===== src/rtl/ipa_tx_if.sv =====
// ============================================================================
// Module      : ipa_tx_if
// Description : Wishbone slave bundle for the IPA serial transmitter.
// Revision    : 1.0 - initial release
// ============================================================================
`default_nettype none

interface ipa_tx_if;
    logic        cyc_i;
    logic        stb_i;
    logic        we_i;
    logic [15:0] dat_i;
    logic        ack_o;
    logic [15:0] dat_o;

    modport master (
        output cyc_i, stb_i, we_i, dat_i,
        input  ack_o, dat_o
    );

    modport slave (
        input  cyc_i, stb_i, we_i, dat_i,
        output ack_o, dat_o
    );
endinterface

`default_nettype wire


===== src/rtl/ipa_tx.sv =====
// ============================================================================
// Module      : ipa_tx
// Description : Wishbone-fed FIFO plus serializer driving IPA txd/txc lines.
// Revision    : 1.0 - initial release
// ============================================================================
`default_nettype none

module ipa_tx #(
    parameter int HALF       = 4,
    parameter int DEPTH_LOG2 = 2
) (
    input  wire logic clk_i,
    input  wire logic reset_ni,
    ipa_tx_if.slave   bus,
    output logic      txd_o,
    output logic      txc_o
);

    localparam int                  DEPTH   = 1 << DEPTH_LOG2;
    localparam logic [DEPTH_LOG2:0] FULL_C  = (DEPTH_LOG2 + 1)'(DEPTH);
    localparam logic [8:0]          HALF_C  = 9'(HALF);
    localparam logic [8:0]          LAST_C  = 9'(2 * HALF - 1);

    typedef enum logic [0:0] {
        S_IDLE  = 1'b0,
        S_SHIFT = 1'b1
    } state_t;

    state_t                state;
    logic [19:0]           shreg;
    logic [4:0]            bit_cnt;
    logic [8:0]            phase;

    logic [15:0]           mem [DEPTH];
    logic [DEPTH_LOG2-1:0] wr_ptr;
    logic [DEPTH_LOG2-1:0] rd_ptr;
    logic [DEPTH_LOG2:0]   count;

    logic        req;
    logic        push;
    logic        rd_req;
    logic        word_end;
    logic        pop;
    logic        busy;
    logic [15:0] head;
    logic [19:0] frame;

    assign req      = bus.cyc_i & bus.stb_i & ~bus.ack_o;
    assign push     = req & bus.we_i & (count != FULL_C);
    assign rd_req   = req & ~bus.we_i;
    assign word_end = (state == S_SHIFT) && (phase == LAST_C) && (bit_cnt == 5'd19);
    assign pop      = (count != '0) && ((state == S_IDLE) || word_end);
    assign busy     = (state != S_IDLE) || (count != '0);
    assign head     = mem[rd_ptr];
    // Two start/stop-framed bytes, low byte in the low half so it leaves first.
    assign frame    = {1'b1, head[15:8], 1'b0, 1'b1, head[7:0], 1'b0};

    always_ff @(posedge clk_i or negedge reset_ni) begin
        if (!reset_ni) begin
            bus.ack_o <= 1'b0;
            bus.dat_o <= 16'h0000;
        end else begin
            bus.ack_o <= rd_req | push;
            bus.dat_o <= rd_req ? {busy, 11'b0, 4'(count)} : 16'h0000;
        end
    end

    always_ff @(posedge clk_i) begin
        if (push) begin
            mem[wr_ptr] <= bus.dat_i;
        end
    end

    always_ff @(posedge clk_i or negedge reset_ni) begin
        if (!reset_ni) begin
            wr_ptr <= '0;
            rd_ptr <= '0;
            count  <= '0;
        end else begin
            if (push) begin
                wr_ptr <= wr_ptr + 1'b1;
            end
            if (pop) begin
                rd_ptr <= rd_ptr + 1'b1;
            end
            case ({push, pop})
                2'b10:   count <= count + 1'b1;
                2'b01:   count <= count - 1'b1;
                default: count <= count;
            endcase
        end
    end

    // txd only moves on the txc rising phase, so it is settled around every fall.
    always_ff @(posedge clk_i or negedge reset_ni) begin
        if (!reset_ni) begin
            state   <= S_IDLE;
            shreg   <= '0;
            bit_cnt <= '0;
            phase   <= '0;
            txd_o   <= 1'b1;
            txc_o   <= 1'b0;
        end else begin
            case (state)
                S_IDLE: begin
                    txd_o <= 1'b1;
                    txc_o <= 1'b0;
                    if (pop) begin
                        shreg   <= frame;
                        bit_cnt <= '0;
                        phase   <= '0;
                        state   <= S_SHIFT;
                    end
                end
                S_SHIFT: begin
                    if (phase == '0) begin
                        txd_o <= shreg[0];
                        txc_o <= 1'b1;
                    end
                    if (phase == HALF_C) begin
                        txc_o <= 1'b0;
                    end
                    if (phase == LAST_C) begin
                        phase <= '0;
                        if (bit_cnt == 5'd19) begin
                            if (pop) begin
                                shreg   <= frame;
                                bit_cnt <= '0;
                            end else begin
                                state   <= S_IDLE;
                            end
                        end else begin
                            shreg   <= shreg >> 1;
                            bit_cnt <= bit_cnt + 1'b1;
                        end
                    end else begin
                        phase <= phase + 1'b1;
                    end
                end
                default: state <= S_IDLE;
            endcase
        end
    end

endmodule

`default_nettype wire

===== src/flat_wrapper.sv =====
// flat-port wrapper written by rule: the top's interface ports become plain ports
module ipa_tx_flat 
#(
    parameter int HALF       = 4,
    parameter int DEPTH_LOG2 = 2
)
  (clk_i, reset_ni, txd_o, txc_o, bus_cyc_i, bus_stb_i, bus_we_i, bus_dat_i, bus_ack_o, bus_dat_o);
  ipa_tx_if bus_i ();
  input  wire logic clk_i;
  input  wire logic reset_ni;
  output logic txd_o;
  output logic txc_o;
  input wire logic [$bits(bus_i.cyc_i)-1:0] bus_cyc_i;
  input wire logic [$bits(bus_i.stb_i)-1:0] bus_stb_i;
  input wire logic [$bits(bus_i.we_i)-1:0] bus_we_i;
  input wire logic [$bits(bus_i.dat_i)-1:0] bus_dat_i;
  output wire logic [$bits(bus_i.ack_o)-1:0] bus_ack_o;
  output wire logic [$bits(bus_i.dat_o)-1:0] bus_dat_o;
  assign bus_i.cyc_i = bus_cyc_i;
  assign bus_i.stb_i = bus_stb_i;
  assign bus_i.we_i = bus_we_i;
  assign bus_i.dat_i = bus_dat_i;
  assign bus_ack_o = bus_i.ack_o;
  assign bus_dat_o = bus_i.dat_o;
  ipa_tx #(.HALF(HALF), .DEPTH_LOG2(DEPTH_LOG2)) u_core (.clk_i(clk_i), .reset_ni(reset_ni), .bus(bus_i), .txd_o(txd_o), .txc_o(txc_o));
endmodule

===== config.mk =====
export PLATFORM = sky130hd
export DESIGN_NAME = ipa_tx_flat
export DESIGN_NICKNAME = d
export VERILOG_FILES = /design/src/rtl/ipa_tx_if.sv /design/src/rtl/ipa_tx.sv /design/src/flat_wrapper.sv
export SDC_FILE = /design/constraint.sdc
export NUM_CORES = 1
export LEC_CHECK = 0
export ABC_CLOCK_PERIOD_IN_PS = 2450
export CAP_MARGIN = 20
export CORE_UTILIZATION = 52
export CTS_BUF_LIST = sky130_fd_sc_hd__clkbuf_16
export CTS_CLUSTER_DIAMETER = 120
export DETAILED_ROUTE_END_ITERATION = 7
export GPL_ROUTABILITY_DRIVEN = 0
export PLACE_DENSITY = 0.86
export SLEW_MARGIN = 20
export SYNTH_ARGS = -nofsm -noshare
export SYNTH_HDL_FRONTEND = slang
export SYNTH_SLANG_ARGS = --single-unit

===== constraint.sdc =====
create_clock -name clk_i -period 2.45 [get_ports clk_i]
set_input_delay 0.6125 -clock clk_i [delete_from_list [all_inputs] [get_ports clk_i]]
set_output_delay 0.6125 -clock clk_i [all_outputs]
set_load 0.1 [all_outputs]

==> impl_metrics.py <==
metrics = {
    "run_status": {
        "outcome": "finished, final reports clean",
    },
    "clocking": {
        "hold_buffers": 0,
        "numCtsBuffers": 17,
        "cts.clk_slew.worst_paths_ns": 0.05,
        "clock_tree.root_cell": "clkbuf_16",
        "cts_buffer_depth": 2,
        "tritoncts": "done",
        "cts.sinks": 113,
        "post_cts_buffers": 0,
        "clk_latency_ns": 0.41,
        "htree_levels": 4,
    },
    "yosys": {
        "syn-instance-count": 308,
        "syn_avg_cell_area_um2": 15.32,
        "post-synth-top-count-cell": "edfxtp_1",
        "synth_area_um2": 4720,
        "synth-main-ff-cell": "edfxtp_1",
        "synthArstFlopShare": 0.4336,
        "synthTopCellsByCount": "edfxtp_1 (64), dfrtp_1 (48), a2bb2oi_1 (16), mux4_2 (16), o22ai_1 (16)",
        "yosys.area.top_type_share": 0.4072,
        "synth_area_leaders": "edfxtp_1 (41%), dfrtp_1 (25%), mux4_2 (7.6%)",
        "yosys.area.top_type": "edfxtp_1",
        "ys_seq_area_frac": 0.6673,
        "ys_types": 54,
        "synth-edff-count": 64,
        "ys_seq_elements": 113,
        "yosys_warnings": 0,
    },
    "setup_path": {
        "reg2reg_depth": 9,
        "r2r_slack_ns": 0.06,
        "cp.depth": 9,
        "critPathLaunchType": "flip-flop",
        "cp.buffers_inverters": 1,
        "crit_chain": "or4_4, o21a_4, nor2_4, ha_4, inv_2, fa_2, xor2_1, nor2_1, xor2_1",
        "worstPathArrival_ns": 2.71,
        "slowest_delay_ns": 0.57,
        "crit_type": "reg2reg",
        "crit_top_cell": "xor2_1",
        "path_delay_family": "simple AND/OR/NAND/NOR gates",
        "required_ns": 2.77,
        "cp_max_fo": 4,
        "end_kind": "flip-flop",
        "slowest_stage": "or4_4",
    },
    "pwr": {
        "comb_power_share": 0.242,
        "p_int_mw": 4.741,
        "powerDensity_nw_per_um2": 1154,
        "switchingPower_mw": 2.050,
        "power.leakage_nw": 2.274,
        "seq_power_share": 0.388,
        "ir_drop_v": 0.0008450,
        "p_sw_frac": 0.3019,
        "power.share.clock": 0.370,
    },
    "sta": {
        "fin_tns_setup_ns": 0,
        "period_needed_ns": 2.388,
        "fmax_mhz": 418.8,
        "fin_skew_ns": 0.007055,
        "worstMarginPinSlew_ns": 0.6768,
        "grt_setup_unrepaired": "yes",
        "slew_viol_final": 0,
        "hold_viol": 0,
        "setup_violations": 0,
        "max_slew_margin": 0.5453,
        "finalCritPeriodShare": 0.9746,
    },
    "grt": {
        "grt_max_degree": 50,
        "grt_pass1_wl_um": 15220,
        "grt_use_total": 0.2190,
        "antenna_found_initial": 0,
        "grt_overflow_total": 0,
        "grt_pass1_vias": 2964,
    },
    "routing": {
        "wl_per_cell_um": 19.46,
        "drt_pass1_iterations": 4,
        "dr.first_iter.drc_count": 189,
        "drt_wl_total_um": 9418,
        "drc": 0,
        "drtAntennaViolNets": 0,
        "via_per_inst": 5.928,
        "dr_total_vias": 2869,
    },
    "job": {
        "drv_cap": 0,
    },
    "finish": {
        "fin_nets": 393,
        "antenna_cells": 0,
        "drive_above_1_share": 0.2553,
        "area_growth_syn_to_layout_pct": 24.73,
        "finalCoreUtilization": 0.6718,
    },
    "die": {
        "dieArea_um2": 9461,
        "fp.dieW_um": 97.27,
        "ioPinCount": 40,
        "die_h_um": 97.27,
        "core_area_um2": 8763,
        "start_util": 0.5385,
        "rows": 34,
    },
    "min_path": {
        "min_path_type": "in2async",
    },
    "placed_design": {
        "hpwl_um": 5563,
        "port_buffers": 27,
    },
}
[flip-flops by register name, summed over array words and instances (netlist names)]
name and count:
u_core.bit_cnt 5, u_core.bus.ack_o 1, u_core.bus.dat_o 4, u_core.count 3, u_core.mem 64, u_core.phase 9
u_core.rd_ptr 2, u_core.shreg 20, u_core.state 1, u_core.txc_o 1, u_core.txd_o 1, u_core.wr_ptr 2
[worst paths after layout]
kind / start / end
max: u_core.phase[8] / u_core.count[2]
min: reset_ni / u_core.txc_o
max reg2reg: u_core.phase[8] / u_core.count[2]
min reg2reg: u_core.shreg[19] / u_core.shreg[19]
max in group asynchronous: reset_ni / u_core.txd_o
min in group clk_i: u_core.shreg[19] / u_core.shreg[19]
[cell families after synthesis]
| logic type | Yosys count | synth area share |
|---|---|---|
| compound gates | 65 | 0.09995 |
| simple gates | 59 | 0.07052 |
| xor+xnor | 8 | 0.01485 |
| fa+ha+maj | 9 | 0.02545 |
| buf+inv | 35 | 0.04030 |
| other cells | 1 | 0.0007946 |
| mux | 18 | 0.08086 |
| flops | 113 | 0.6673 |
[power groups by stage]
| stage | sequential, mW | combinational, mW | clock (mW) |
|---|---|---|---|
| after floorplan | 2.78 | 1.02 | 0 |
| final | 2.63 | 1.64 | 2.52 |
| after CTS | 2.62 | 1.64 | 2.55 |
| after global placement | 2.62 | 1.54 | 0 |
| after global routing | 2.66 | 1.79 | 2.64 |
| after detailed placement | 2.64 | 1.62 | 0 |
[cell usage in the layout, fill, tap and decap left out, drive strengths merged, types with 6 or more instances in the layout]
| master | count |
|---|---|
| a2bb2oi | 16 |
| and2 | 6 |
| buf | 31 |
| clkbuf | 17 |
| clkdlybuf4s50 | 19 |
| conb | 12 |
| dfrtp | 48 |
| edfxtp | 64 |
| ha | 8 |
| inv | 15 |
| mux4 | 16 |
| nand2 | 12 |
| nand3 | 9 |
| nor2 | 7 |
| o21ai | 12 |
| o22ai | 16 |
[metal layers]
metal,routed length (µm),track usage
met5,0,0
met4,124,0.09163
met3,531,0.07626
met2,4832,0.3559
met1,3930,0.2684
[metrics by stage]
| step | power [mW] | hold slack, ns | setup WS [ns] | std cells | area [µm²] |
|---|---|---|---|---|---|
| floorplan | 3.792 | 0.3169 | -0.02817 | 319 | 4776 |
| global placement | 4.158 | 0.4856 | 0.1056 | 452 | 5241 |
| detailed placement | 4.258 | 0.4929 | 0.03658 | 452 | 5241 |
| CTS | 6.817 | 0.1861 | 0.03953 | 484 | 5857 |
| global route | 7.097 | 0.2017 | -0.01763 | 484 | 5887 |
| finish | 6.791 | 0.1908 | 0.06235 | 484 | 5887 |
[repair_timing]
action | CTS | global route
resized for setup | 1 | 5
setup endpoints to repair | 1 | 1
pin swaps | 0 | 7
[worst register-to-register path, stage by stage, from the launching register on]
cell and delay, ns:
dfrtp_1 0.41, or4_4 0.57, o21a_4 0.24, nor2_4 0.14
ha_4 0.15, inv_2 0.04, fa_2 0.35, xor2_1 0.14
nor2_1 0.11, xor2_1 0.16
[layout make-up]
type	count	area [µm²]
Multi-Input combinational cell	171	1473
Tap cell	108	135.1
Sequential cell	113	3149
Clock buffer	17	425.4
Timing Repair Buffer	50	483.0
Inverter	10	37.54
Fill cell	583	2877
Clock inverter	15	183.9
(Power assumes the default switching activity.)
